==> config.mk <==
export PLATFORM = sky130hd
export DESIGN_NAME = hazard_scoreboard_flat
export DESIGN_NICKNAME = d
export VERILOG_FILES = /design/src/rtl/hazard_scoreboard_pkg.sv /design/src/rtl/hazard_scoreboard_if.sv /design/src/rtl/hazard_scoreboard_entry.sv /design/src/rtl/hazard_scoreboard.sv /design/src/flat_wrapper.sv
export SDC_FILE = /design/constraint.sdc
export NUM_CORES = 1
export LEC_CHECK = 0
export ABC_AREA = 1
export CELL_PAD_IN_SITES_DETAIL_PLACEMENT = 1
export CELL_PAD_IN_SITES_GLOBAL_PLACEMENT = 1
export CORE_ASPECT_RATIO = 2
export CORE_MARGIN = 2
export CORE_UTILIZATION = 38
export DETAILED_ROUTE_END_ITERATION = 8
export GPL_TIMING_DRIVEN = 0
export PLACE_DENSITY = 0.81
export SETUP_SLACK_MARGIN = 0.4
export SLEW_MARGIN = 20
export SYNTH_ARGS = -nofsm -noshare
export SYNTH_HDL_FRONTEND = slang
export SYNTH_HIERARCHICAL = 1
export SYNTH_SLANG_ARGS = --single-unit
==> constraint.sdc <==
create_clock -name clk -period 2.49 [get_ports clk]
set_input_delay 0.6225 -clock clk [delete_from_list [all_inputs] [get_ports clk]]
set_output_delay 0.6225 -clock clk [all_outputs]
set_load 0.03 [all_outputs]
==> src/rtl/hazard_scoreboard_pkg.sv <==
// Shared constants and types for the scoreboard hazard unit.
// Flush bit positions, producer latency classes and register index type.
package hazard_pkg;

    localparam int FLUSH_IF_ID = 0;
    localparam int FLUSH_ID_EX = 1;

    localparam int LAT_ALU  = 0;
    localparam int LAT_LOAD = 1;
    localparam int LAT_CSR  = 1;

    localparam int NUM_REGS_DEF = 32;

    typedef logic [$clog2(NUM_REGS_DEF)-1:0] reg_idx_t;

    typedef enum logic [1:0] {
        SRC_OK,
        SRC_WAIT_CNT,
        SRC_WAIT_BUSY
    } src_state_e;

    // Classify one source operand against its scoreboard entry.
    function automatic src_state_e src_check(
        input logic       used,
        input logic       is_x0,
        input logic       busy,
        input logic       cnt_gt1,
        input logic       cnt_nz,
        input logic       branch
    );
        src_state_e s;
        s = SRC_OK;
        if (used && !is_x0) begin
            if (busy)
                s = SRC_WAIT_BUSY;
            else if (branch ? cnt_nz : cnt_gt1)
                s = SRC_WAIT_CNT;
        end
        return s;
    endfunction

endpackage

==> src/rtl/hazard_scoreboard_if.sv <==
// ID-side request, writeback, redirect and status bundle of the hazard unit.
// The pipeline drives through master; the scoreboard consumes through slave.
interface hazard_scoreboard_if #(
    parameter int NUM_REGS   = 32,
    parameter int LAT_W      = 3,
    parameter int NUM_STAGES = 5,
    parameter int CNT_W      = 32
);
    localparam int RW = $clog2(NUM_REGS);

    logic             id_valid;
    logic [RW-1:0]    id_rs1;
    logic [RW-1:0]    id_rs2;
    logic             id_rs1_used;
    logic             id_rs2_used;
    logic [RW-1:0]    id_rd;
    logic             id_reg_write;
    logic [LAT_W-1:0] id_latency;
    logic             id_long_op;
    logic             id_is_branch;
    logic             long_wb_valid;
    logic [RW-1:0]    long_wb_rd;
    logic             ex_redirect;
    logic             id_redirect;
    logic             inst_mem_wait;
    logic             data_mem_wait;

    logic                  hazard_stall;
    logic                  mem_stall;
    logic [NUM_STAGES-1:0] flush_mask;
    logic [NUM_REGS-1:0]   busy_vec;
    logic [CNT_W-1:0]      stall_count;

    modport master (
        output id_valid, id_rs1, id_rs2, id_rs1_used, id_rs2_used,
        output id_rd, id_reg_write, id_latency, id_long_op, id_is_branch,
        output long_wb_valid, long_wb_rd, ex_redirect, id_redirect,
        output inst_mem_wait, data_mem_wait,
        input  hazard_stall, mem_stall, flush_mask, busy_vec, stall_count
    );

    modport slave (
        input  id_valid, id_rs1, id_rs2, id_rs1_used, id_rs2_used,
        input  id_rd, id_reg_write, id_latency, id_long_op, id_is_branch,
        input  long_wb_valid, long_wb_rd, ex_redirect, id_redirect,
        input  inst_mem_wait, data_mem_wait,
        output hazard_stall, mem_stall, flush_mask, busy_vec, stall_count
    );

endinterface

==> src/rtl/hazard_scoreboard_entry.sv <==
// One scoreboard slot: forwarding countdown plus long-op busy flag.
// An issue-write beats the same-cycle decrement; set beats clear on busy.
module sb_entry #(
    parameter int LAT_W = 3
) (
    input  logic             clk,
    input  logic             rst_n,
    input  logic             i_hold,
    input  logic             i_wr_cnt,
    input  logic [LAT_W-1:0] i_cnt,
    input  logic             i_set_busy,
    input  logic             i_clr_busy,
    output logic [LAT_W-1:0] o_cnt,
    output logic             o_busy
);

    logic [LAT_W-1:0] r_cnt;
    logic             r_busy;

    always_ff @(posedge clk or negedge rst_n) begin
        if (!rst_n) begin
            r_cnt <= '0;
        end else if (i_wr_cnt) begin
            r_cnt <= i_cnt;
        end else if (!i_hold && r_cnt != '0) begin
            r_cnt <= r_cnt - LAT_W'(1);
        end
    end

    // Writeback is not gated by memory waits.
    always_ff @(posedge clk or negedge rst_n) begin
        if (!rst_n) begin
            r_busy <= 1'b0;
        end else if (i_set_busy) begin
            r_busy <= 1'b1;
        end else if (i_clr_busy) begin
            r_busy <= 1'b0;
        end
    end

    assign o_cnt  = r_cnt;
    assign o_busy = r_busy;

endmodule

==> src/rtl/hazard_scoreboard.sv <==
// Scoreboard hazard unit beside ID: per-register countdown/busy state,
// source-operand stall, redirect flush mask and saturating stall counter.
module hazard_scoreboard
    import hazard_pkg::*;
#(
    parameter int NUM_REGS   = 32,
    parameter int LAT_W      = 3,
    parameter int NUM_STAGES = 5,
    parameter int CNT_W      = 32
) (
    input  logic clk,
    input  logic rst_n,
    hazard_scoreboard_if.slave bus
);

    localparam int RW = $clog2(NUM_REGS);

    logic [LAT_W-1:0]    w_cnt [NUM_REGS];
    logic [NUM_REGS-1:0] w_busy;

    logic             w_mem_stall;
    logic             w_hazard;
    logic             w_issue;
    logic             w_wr_en;
    logic [LAT_W-1:0] w_wr_val;
    logic             w_waw;
    src_state_e       w_s1;
    src_state_e       w_s2;

    logic [NUM_STAGES-1:0] w_flush;
    logic [CNT_W-1:0]      r_stall_cnt;

    assign w_cnt[0]  = '0;
    assign w_busy[0] = 1'b0;

    genvar g;
    generate
        for (g = 1; g < NUM_REGS; g++) begin : g_ent
            sb_entry #(
                .LAT_W (LAT_W)
            ) u_ent (
                .clk        (clk),
                .rst_n      (rst_n),
                .i_hold     (w_mem_stall),
                .i_wr_cnt   (w_wr_en && bus.id_rd == RW'(g)),
                .i_cnt      (w_wr_val),
                .i_set_busy (w_wr_en && bus.id_long_op &&
                             bus.id_rd == RW'(g)),
                .i_clr_busy (bus.long_wb_valid &&
                             bus.long_wb_rd == RW'(g)),
                .o_cnt      (w_cnt[g]),
                .o_busy     (w_busy[g])
            );
        end
    endgenerate

    assign w_mem_stall = bus.inst_mem_wait | bus.data_mem_wait;

    assign w_s1 = src_check(
        bus.id_rs1_used,
        bus.id_rs1 == '0,
        w_busy[bus.id_rs1],
        w_cnt[bus.id_rs1] > LAT_W'(1),
        w_cnt[bus.id_rs1] != '0,
        bus.id_is_branch
    );

    assign w_s2 = src_check(
        bus.id_rs2_used,
        bus.id_rs2 == '0,
        w_busy[bus.id_rs2],
        w_cnt[bus.id_rs2] > LAT_W'(1),
        w_cnt[bus.id_rs2] != '0,
        bus.id_is_branch
    );

    assign w_waw = bus.id_reg_write && bus.id_rd != '0 &&
                   w_busy[bus.id_rd];

    // Registered state only: a same-cycle writeback does not unstall.
    assign w_hazard = bus.id_valid &&
                      (w_s1 != SRC_OK || w_s2 != SRC_OK || w_waw);

    assign w_issue = bus.id_valid && !w_hazard &&
                     !w_mem_stall && !bus.ex_redirect;

    assign w_wr_en  = w_issue && bus.id_reg_write && bus.id_rd != '0;
    assign w_wr_val = bus.id_long_op ? '0 :
                      bus.id_latency + LAT_W'(1);

    always_comb begin
        w_flush = '0;
        if (bus.ex_redirect) begin
            w_flush[FLUSH_IF_ID] = 1'b1;
            w_flush[FLUSH_ID_EX] = 1'b1;
        end else if (bus.id_redirect && !w_hazard) begin
            w_flush[FLUSH_IF_ID] = 1'b1;
        end
    end

    always_ff @(posedge clk or negedge rst_n) begin
        if (!rst_n) begin
            r_stall_cnt <= '0;
        end else if (w_hazard && !w_mem_stall &&
                     r_stall_cnt != '1) begin
            r_stall_cnt <= r_stall_cnt + CNT_W'(1);
        end
    end

    assign bus.hazard_stall = w_hazard;
    assign bus.mem_stall    = w_mem_stall;
    assign bus.flush_mask   = w_flush;
    assign bus.busy_vec     = w_busy;
    assign bus.stall_count  = r_stall_cnt;

endmodule

==> src/flat_wrapper.sv <==
// flat-port wrapper written by rule: the top's interface ports become plain ports
module hazard_scoreboard_flat import hazard_pkg::*;
#(
    parameter int NUM_REGS   = 32,
    parameter int LAT_W      = 3,
    parameter int NUM_STAGES = 5,
    parameter int CNT_W      = 32
)
  (clk, rst_n, bus_id_valid, bus_id_rs1, bus_id_rs2, bus_id_rs1_used, bus_id_rs2_used, bus_id_rd, bus_id_reg_write, bus_id_latency, bus_id_long_op, bus_id_is_branch, bus_long_wb_valid, bus_long_wb_rd, bus_ex_redirect, bus_id_redirect, bus_inst_mem_wait, bus_data_mem_wait, bus_hazard_stall, bus_mem_stall, bus_flush_mask, bus_busy_vec, bus_stall_count);
  hazard_scoreboard_if #(.NUM_REGS(NUM_REGS), .LAT_W(LAT_W), .NUM_STAGES(NUM_STAGES), .CNT_W(CNT_W)) bus_i ();
  input  logic clk;
  input  logic rst_n;
  input wire logic [$bits(bus_i.id_valid)-1:0] bus_id_valid;
  input wire logic [$bits(bus_i.id_rs1)-1:0] bus_id_rs1;
  input wire logic [$bits(bus_i.id_rs2)-1:0] bus_id_rs2;
  input wire logic [$bits(bus_i.id_rs1_used)-1:0] bus_id_rs1_used;
  input wire logic [$bits(bus_i.id_rs2_used)-1:0] bus_id_rs2_used;
  input wire logic [$bits(bus_i.id_rd)-1:0] bus_id_rd;
  input wire logic [$bits(bus_i.id_reg_write)-1:0] bus_id_reg_write;
  input wire logic [$bits(bus_i.id_latency)-1:0] bus_id_latency;
  input wire logic [$bits(bus_i.id_long_op)-1:0] bus_id_long_op;
  input wire logic [$bits(bus_i.id_is_branch)-1:0] bus_id_is_branch;
  input wire logic [$bits(bus_i.long_wb_valid)-1:0] bus_long_wb_valid;
  input wire logic [$bits(bus_i.long_wb_rd)-1:0] bus_long_wb_rd;
  input wire logic [$bits(bus_i.ex_redirect)-1:0] bus_ex_redirect;
  input wire logic [$bits(bus_i.id_redirect)-1:0] bus_id_redirect;
  input wire logic [$bits(bus_i.inst_mem_wait)-1:0] bus_inst_mem_wait;
  input wire logic [$bits(bus_i.data_mem_wait)-1:0] bus_data_mem_wait;
  output wire logic [$bits(bus_i.hazard_stall)-1:0] bus_hazard_stall;
  output wire logic [$bits(bus_i.mem_stall)-1:0] bus_mem_stall;
  output wire logic [$bits(bus_i.flush_mask)-1:0] bus_flush_mask;
  output wire logic [$bits(bus_i.busy_vec)-1:0] bus_busy_vec;
  output wire logic [$bits(bus_i.stall_count)-1:0] bus_stall_count;
  assign bus_i.id_valid = bus_id_valid;
  assign bus_i.id_rs1 = bus_id_rs1;
  assign bus_i.id_rs2 = bus_id_rs2;
  assign bus_i.id_rs1_used = bus_id_rs1_used;
  assign bus_i.id_rs2_used = bus_id_rs2_used;
  assign bus_i.id_rd = bus_id_rd;
  assign bus_i.id_reg_write = bus_id_reg_write;
  assign bus_i.id_latency = bus_id_latency;
  assign bus_i.id_long_op = bus_id_long_op;
  assign bus_i.id_is_branch = bus_id_is_branch;
  assign bus_i.long_wb_valid = bus_long_wb_valid;
  assign bus_i.long_wb_rd = bus_long_wb_rd;
  assign bus_i.ex_redirect = bus_ex_redirect;
  assign bus_i.id_redirect = bus_id_redirect;
  assign bus_i.inst_mem_wait = bus_inst_mem_wait;
  assign bus_i.data_mem_wait = bus_data_mem_wait;
  assign bus_hazard_stall = bus_i.hazard_stall;
  assign bus_mem_stall = bus_i.mem_stall;
  assign bus_flush_mask = bus_i.flush_mask;
  assign bus_busy_vec = bus_i.busy_vec;
  assign bus_stall_count = bus_i.stall_count;
  hazard_scoreboard #(.NUM_REGS(NUM_REGS), .LAT_W(LAT_W), .NUM_STAGES(NUM_STAGES), .CNT_W(CNT_W)) u_core (.clk(clk), .rst_n(rst_n), .bus(bus_i));
endmodule
-- Word-level counts from Yosys, hierarchy flattened
Index checks and enable logic that the tools add are counted.
- bits in registers: 156
- word-level logic and storage cells: 562
- output and inout port bits: 71
- bits of input ports: 36
- muxes and demuxes: 148
- eq/ne operators: 63
- add/subtract/negate cells: 33
- reduce and logical (&&, ||, !) cells: 245
- bitwise gates (word level): 3
- magnitude comparators: 7
- operator list (kind ; count):
    3-bit two-way mux ; 67
    5-bit == test, second input constant ; 32
    1-bit logical AND ; 138
    2-bit nonzero test ; 64
    3-bit nonzero test ; 33
    3-bit by 1-bit subtractor with 3-bit output, second input constant ; 31
    5-bit by 4-bit == test with 1-bit output, second input constant ; 16
    1-bit two-way mux ; 72
    5-bit by 3-bit == test with 1-bit output, second input constant ; 8
    32-bit by 1-bit adder with 32-bit output, second input constant ; 1
    32-bit inequality test, second input constant ; 1
    3-bit binary-select mux with 5-bit select ; 2
    5-bit by 2-bit == test with 1-bit output, second input constant ; 4
    5-bit by 6-bit less-than comparator with 1-bit output, second input constant ; 3
    1-bit binary-select mux with 5-bit select ; 3
    6-bit greater-or-equal comparator, second input constant ; 2
    5-bit NOT with 6-bit output ; 2
    5-bit by 1-bit == test with 1-bit output, second input constant ; 2
    5-bit zero test ; 2
    2-bit two-way mux ; 4
    3-bit by 1-bit greater-than comparator with 1-bit output, second input constant ; 2
    1-bit zero test ; 5
    5-bit nonzero test ; 1
    3-bit by 1-bit adder with 3-bit output, second input constant ; 1
    2 further kinds ; 3

-- Logic depth before layout (Yosys ltp)
- word-level depth: 22
- mapped depth: 22
- mapped depth without buffers: 21

-- Modules after synthesis
Netlist, hierarchy kept.
- by module, submodules not included (module ; times used ; area an instance (um^2) ; seq. area each (um^2) ; cells each):
    sb_entry ; 31 ; 250.2 ; 100.1 ; 33
    hazard_scoreboard ; 1 ; 5123.7 ; 800.8 ; 975

-- Worst setup path after synthesis
OpenSTA, ideal clock, no wires.
- path kind: input -> output
- from: input port bus_id_rs1[1]
- to: output port bus_hazard_stall
- data arrival time: 2303 ps
- path slack: -435 ps
- stages on the path: 16
- data required time: 1867 ps
- buffers on the path: 3
- cell sequence: buf_2 -> nor2_1 -> buf_4 -> nand2_1 -> nand3_1 -> nand2_1 -> nand3_1 -> nand2_1 -> nand2_1 -> nand2_1 -> nand2_1 -> nand2_1 -> nor2_4 -> nor2_8 -> buf_6 -> nor2_1
- word-level cells in the longest chain between the ends: 13
- elaborated cells on any way between the ends: 19
- those cells by class: order compare (1); mux (9); bitwise (1); reduce/logical (8)
- ends and longest elaborated chain (what ; RTL line ; text):
    from (decl) ; flat_wrapper.sv:14 ; input wire logic [$bits(bus_i.id_rs1)-1:0] bus_id_rs1;
    5-bit NOT with 6-bit output (not written as such) ; hazard_scoreboard.sv:63, hazard_scoreboard.sv:64 ;
    3-bit binary-select mux with 5-bit select ; hazard_scoreboard.sv:63, hazard_scoreboard.sv:64 ;
    3-bit two-way mux (not written as such) (2 in a row) ; hazard_scoreboard.sv:63, hazard_scoreboard.sv:64 ;
    3-bit by 1-bit greater-than comparator with 1-bit output or 3-bit nonzero test (tied branches) ; hazard_scoreboard.sv:63, hazard_scoreboard.sv:64 ;
    1-bit two-way mux (2 in a row) ; hazard_scoreboard_pkg.sv:36 ; else if (branch ? cnt_nz : cnt_gt1)
    2-bit two-way mux ; hazard_scoreboard_pkg.sv:34 ; if (busy)
    2-bit two-way mux (*) ; hazard_scoreboard_pkg.sv:33 ; if (used && !is_x0) begin
    2-bit nonzero test (*) ; hazard_scoreboard.sv:82 ; (w_s1 != SRC_OK || w_s2 != SRC_OK || w_waw);
    1-bit logical OR (*) (2 in a row) ; hazard_scoreboard.sv:82 ;
    1-bit logical AND (*) ; hazard_scoreboard.sv:81 ; assign w_hazard = bus.id_valid &&
    to (decl) ; flat_wrapper.sv:29 ; output wire logic [$bits(bus_i.hazard_stall)-1:0] bus_hazard_stall;
Mark *: on every way between the ends. The rest lies on a longest branch, timed or not. The select of a mux whose other input is x is not followed.

-- Worst setup path after layout
- from: input port bus_id_rd[0]
- to: register u_core.g_ent[15].u_ent.r_cnt[1]
- word-level cells in the longest chain between the ends: 13
- elaborated cells on any way between the ends: 17
- those cells by class: eq/ne (1); mux (3); reduce/logical (13)
- ends and longest elaborated chain (what ; RTL line ; text):
    from (decl) ; flat_wrapper.sv:18 ; input wire logic [$bits(bus_i.id_rd)-1:0] bus_id_rd;
    1-bit binary-select mux with 5-bit select or 5-bit nonzero test (tied branches) ; hazard_scoreboard.sv:78, hazard_scoreboard.sv:77, hazard_scoreboard.sv:87 ;
    1-bit two-way mux (not written as such) or 1-bit logical AND (tied branches) ; hazard_scoreboard.sv:78, hazard_scoreboard.sv:77 ;
    1-bit logical AND ; hazard_scoreboard.sv:77 ; assign w_waw = bus.id_reg_write && bus.id_rd != '0 &&
    1-bit logical OR ; hazard_scoreboard.sv:82 ;
    1-bit logical AND ; hazard_scoreboard.sv:81 ;
    1-bit zero test ; hazard_scoreboard.sv:84 ; assign w_issue = bus.id_valid && !w_hazard &&
    1-bit logical AND (2 in a row) ; hazard_scoreboard.sv:84 ;
    1-bit logical AND ; hazard_scoreboard.sv:85 ; !w_mem_stall && !bus.ex_redirect;
    1-bit logical AND (2 in a row) ; hazard_scoreboard.sv:87 ; assign w_wr_en = w_issue && bus.id_reg_write && bus.id_rd != '0;
    1-bit logical AND (*) ; hazard_scoreboard.sv:45 ; .i_wr_cnt (w_wr_en && bus.id_rd == RW'(g)),
    3-bit two-way mux or 2-bit nonzero test (tied branches) ; n/a ;
    to (signal assigned) ; hazard_scoreboard_entry.sv:24 ; r_cnt <= i_cnt;
    to (signal assigned) ; hazard_scoreboard_entry.sv:26 ; r_cnt <= r_cnt - LAT_W'(1);
    to (decl) ; hazard_scoreboard_entry.sv:17 ; logic [LAT_W-1:0] r_cnt;
Marked as above.
A chain may end at the register's enable or synchronous reset.

==> flow_summary.toml <==
[outcome]
status = "finished with violations"
violations = "setup timing"

[clock_tree]
cts_hold_buf = 0
cts_made_buffers = 17
cts_tree = "yes"
cts.path.max_buffers = 2
cts_root_buf = "clkbuf_16"
cts.clk_slew.worst_paths_ps = 70
cts_max_level = 4
worstSkewPairLatency_ps = 470
clock-sinks = 156

[sta]
setup_viol = 126
fmax_mhz = 307
relSlewSlack = 0.446
period_share = 1.31
finalHoldViolCount = 0
fin_ws_ps = -772
finalSetupTns_ps = -59440
tightest_slew_ps = 825
rsz0062_at_grt = "yes"
fin_skew_ps = 22.5
drv_slew = 0
finalCriticalPeriod_ps = 3260

[finish]
final_cells = 2674
seqCellArea_um2 = 3920
fillers = 4352
fin_util = 0.514
syn2layout_area_growth_pct = 33.9
final_cell_area_um2 = 17200
drive_gt1_frac = 0.249
multi_input_area_um2 = 8030
nets = 2324
mostFrequentLayoutCells = "nand2_1 (536), inv_1 (277), dfrtp_1 (140), nor2_1 (134), o21ai_1 (132)"
final_common_cell = "nand2_1"

[synthesis]
synth_area_um2 = 12900
seq_area_frac_synth = 0.303
avgSynthCellArea_um2 = 6.45
async_reset_ff_frac = 1.00
synth_top_cell_area_share = 0.303
yosys_register_bits = 156
synth_cells = 1998
ys.flop_type = "dfrtp_1"
synth.area.top_cells = "dfrtp_1 (30%), nand2_1 (17%), inv_1 (9.2%)"
synth_top_area_cell = "dfrtp_1"
synth_edf_count = 0
yosysUniqueCellTypes = 39
ys_warn_count = 6

[flow_run]
drv_cap = 0

[drt]
vias = 14700
drc = 0
routed_wl_um = 58400
drt-initial-drc-count = 687
viasPerCell = 5.50
avgRoutedWirePerCell_um = 21.8
drtAntennaViolNets = 0
drt-pass1-iter-count = 8

[critical_path]
arrival_ps = 3660
worstPathRequired_ps = 2890
r2r_cells = 21
r2r_start = "u_core/g_ent[23].u_ent/o_cnt[1]"
r2r_slack_ps = -690
criticalPathCategory = "in2reg"
worstSetupStartpointType = "input port"
critPathMaxFanout = 6
cp-end-kind = "register"
r2r_end = "u_core/g_ent[15].u_ent/o_cnt[1]"

[floorplanning]
die_w_um = 134
core-area_um2 = 33500
start_util = 0.384
ios = 107
die_h_um = 264
row_count = 95
dieArea_um2 = 35500

[place]
dp.cells = 2540
gp_congestion = 1.01
place_area_um2 = 14900
port_buffers = 98
hpwl_um = 41400

[global_route]
grt_max_degree = 72
met1_usage = 0.275
grt_use_met3 = 0.0648
overflow = 0
grt_pass1_vias = 15900
antenna_found_initial = 0
grtUsageMet2 = 0.582
grt_pass1_wl_um = 84900
grt.busiest_layer = "met2"
grt_usage = 0.315

[power_and_ir_drop]
peakVddDrop_mv = 0.543
p_per_area_nw_per_um2 = 882
power_leakage_nw = 9.56

[min_path]
hold_class = "in2async"
cell usage after synthesis, types with 9 or more instances:
cell,n
nand2_1,597
inv_1,316
nor2_1,164
nand3_1,159
dfrtp_1,156
o21ai_0,84
inv_2,67
ha_1,64
nand2_2,64
o21ai_1,64
nand4_1,51
nand2_4,32
o21bai_1,31
xor2_1,25
nor3_1,17
a21oi_1,14
clkbuf_1,14
buf_4,11
o22ai_1,11
nor4_1,9
logic make-up after synthesis:
group / synth area share
compound gates: 0.0916
fa+ha+maj: 0.0622
xor+xnor: 0.0211
flops: 0.303
buf+inv: 0.133
simple gates: 0.389
other cells: 0.000291
area by class of cell:
class,count,share of cell area
Tap cell,436,0.0316
Buffer,42,0.0255
Timing Repair inverter,2,0.000871
Sequential cell,156,0.228
Inverter,384,0.0876
Clock inverter,15,0.0110
Antenna cell,1,0.000145
Clock buffer,17,0.0247
Timing Repair Buffer,201,0.126
Multi-Input combinational cell,1420,0.465
where the power goes:
part	switching, W	internal [W]	leakage (nW)
clock	0.00129	0.00160	0.294
sequential	0.00108	0.00343	1.93
combinational	0.00478	0.00303	7.34
total	0.00715	0.00805	9.56
flip-flops by register name, summed over array words and instances, names as in the netlist:
name / cells
u_core/bus.stall_count: 32
u_core/g_ent.u_ent/o_busy: 31
u_core/g_ent.u_ent/o_cnt: 93
worst max-delay path, cell delays in order:
cell and delay, ps:
clkbuf_4 180, inv_1 110, nand2_4 110, buf_4 130
o22ai_1 80, o21ai_1 390, nand4_1 180, nand2_1 140
nand2_4 70, nor2_8 140, buf_6 120, buf_6 80
buf_6 90, buf_8 130, buf_6 130, nand4_1 340
inv_2 280, nand2_1 80, o21ai_1 90, nand2_1 80
o21ai_1 70
layer usage:
| metal | up-vias | wire length (µm) |
|---|---|---|
| met5 | - | 0 |
| met4 | 0 | 6810 |
| met3 | 350 | 2980 |
| met2 | 628 | 30400 |
| met1 | 7065 | 18200 |
| li1 | 6670 | - |
worst max path at each step:
stage | startpoint | endpoint | slack, ps | cells after the start
after global routing | bus_id_rd[1] | u_core/g_ent[15].u_ent/o_cnt[0] | -910 | 23
final | bus_id_rd[0] | u_core/g_ent[15].u_ent/o_cnt[1] | -770 | 21
after detailed placement | bus_id_rs1[0] | bus_hazard_stall | -1770 | 16
after floorplan | bus_id_rs1[1] | bus_hazard_stall | -140 | 16
after CTS | u_core/g_ent[16].u_ent/o_cnt[1] | bus_flush_mask[0] | -500 | 16
after global placement | rst_n | u_core/bus.stall_count[0] | -7140 | 1
metrics by stage:
stage | total power, W | setup WS (ps) | hold WS (ps)
global placement | 0.0108 | -7140 | 510
detailed placement | 0.0114 | -1770 | 517
floorplan | 0.00907 | -135 | 327
finish | 0.0152 | -772 | 63.7
CTS | 0.0147 | -502 | 65.4
global route | 0.0163 | -911 | 73.1
repair_timing:
item,4_1_cts,5_1_grt
resized for setup,189,191
pin swaps,67,55
gates cloned,7,3
endpoints found under the hold margin,0,0
setup buffers,54,37
setup endpoints to repair,223,223
(Power assumes the default switching activity.)
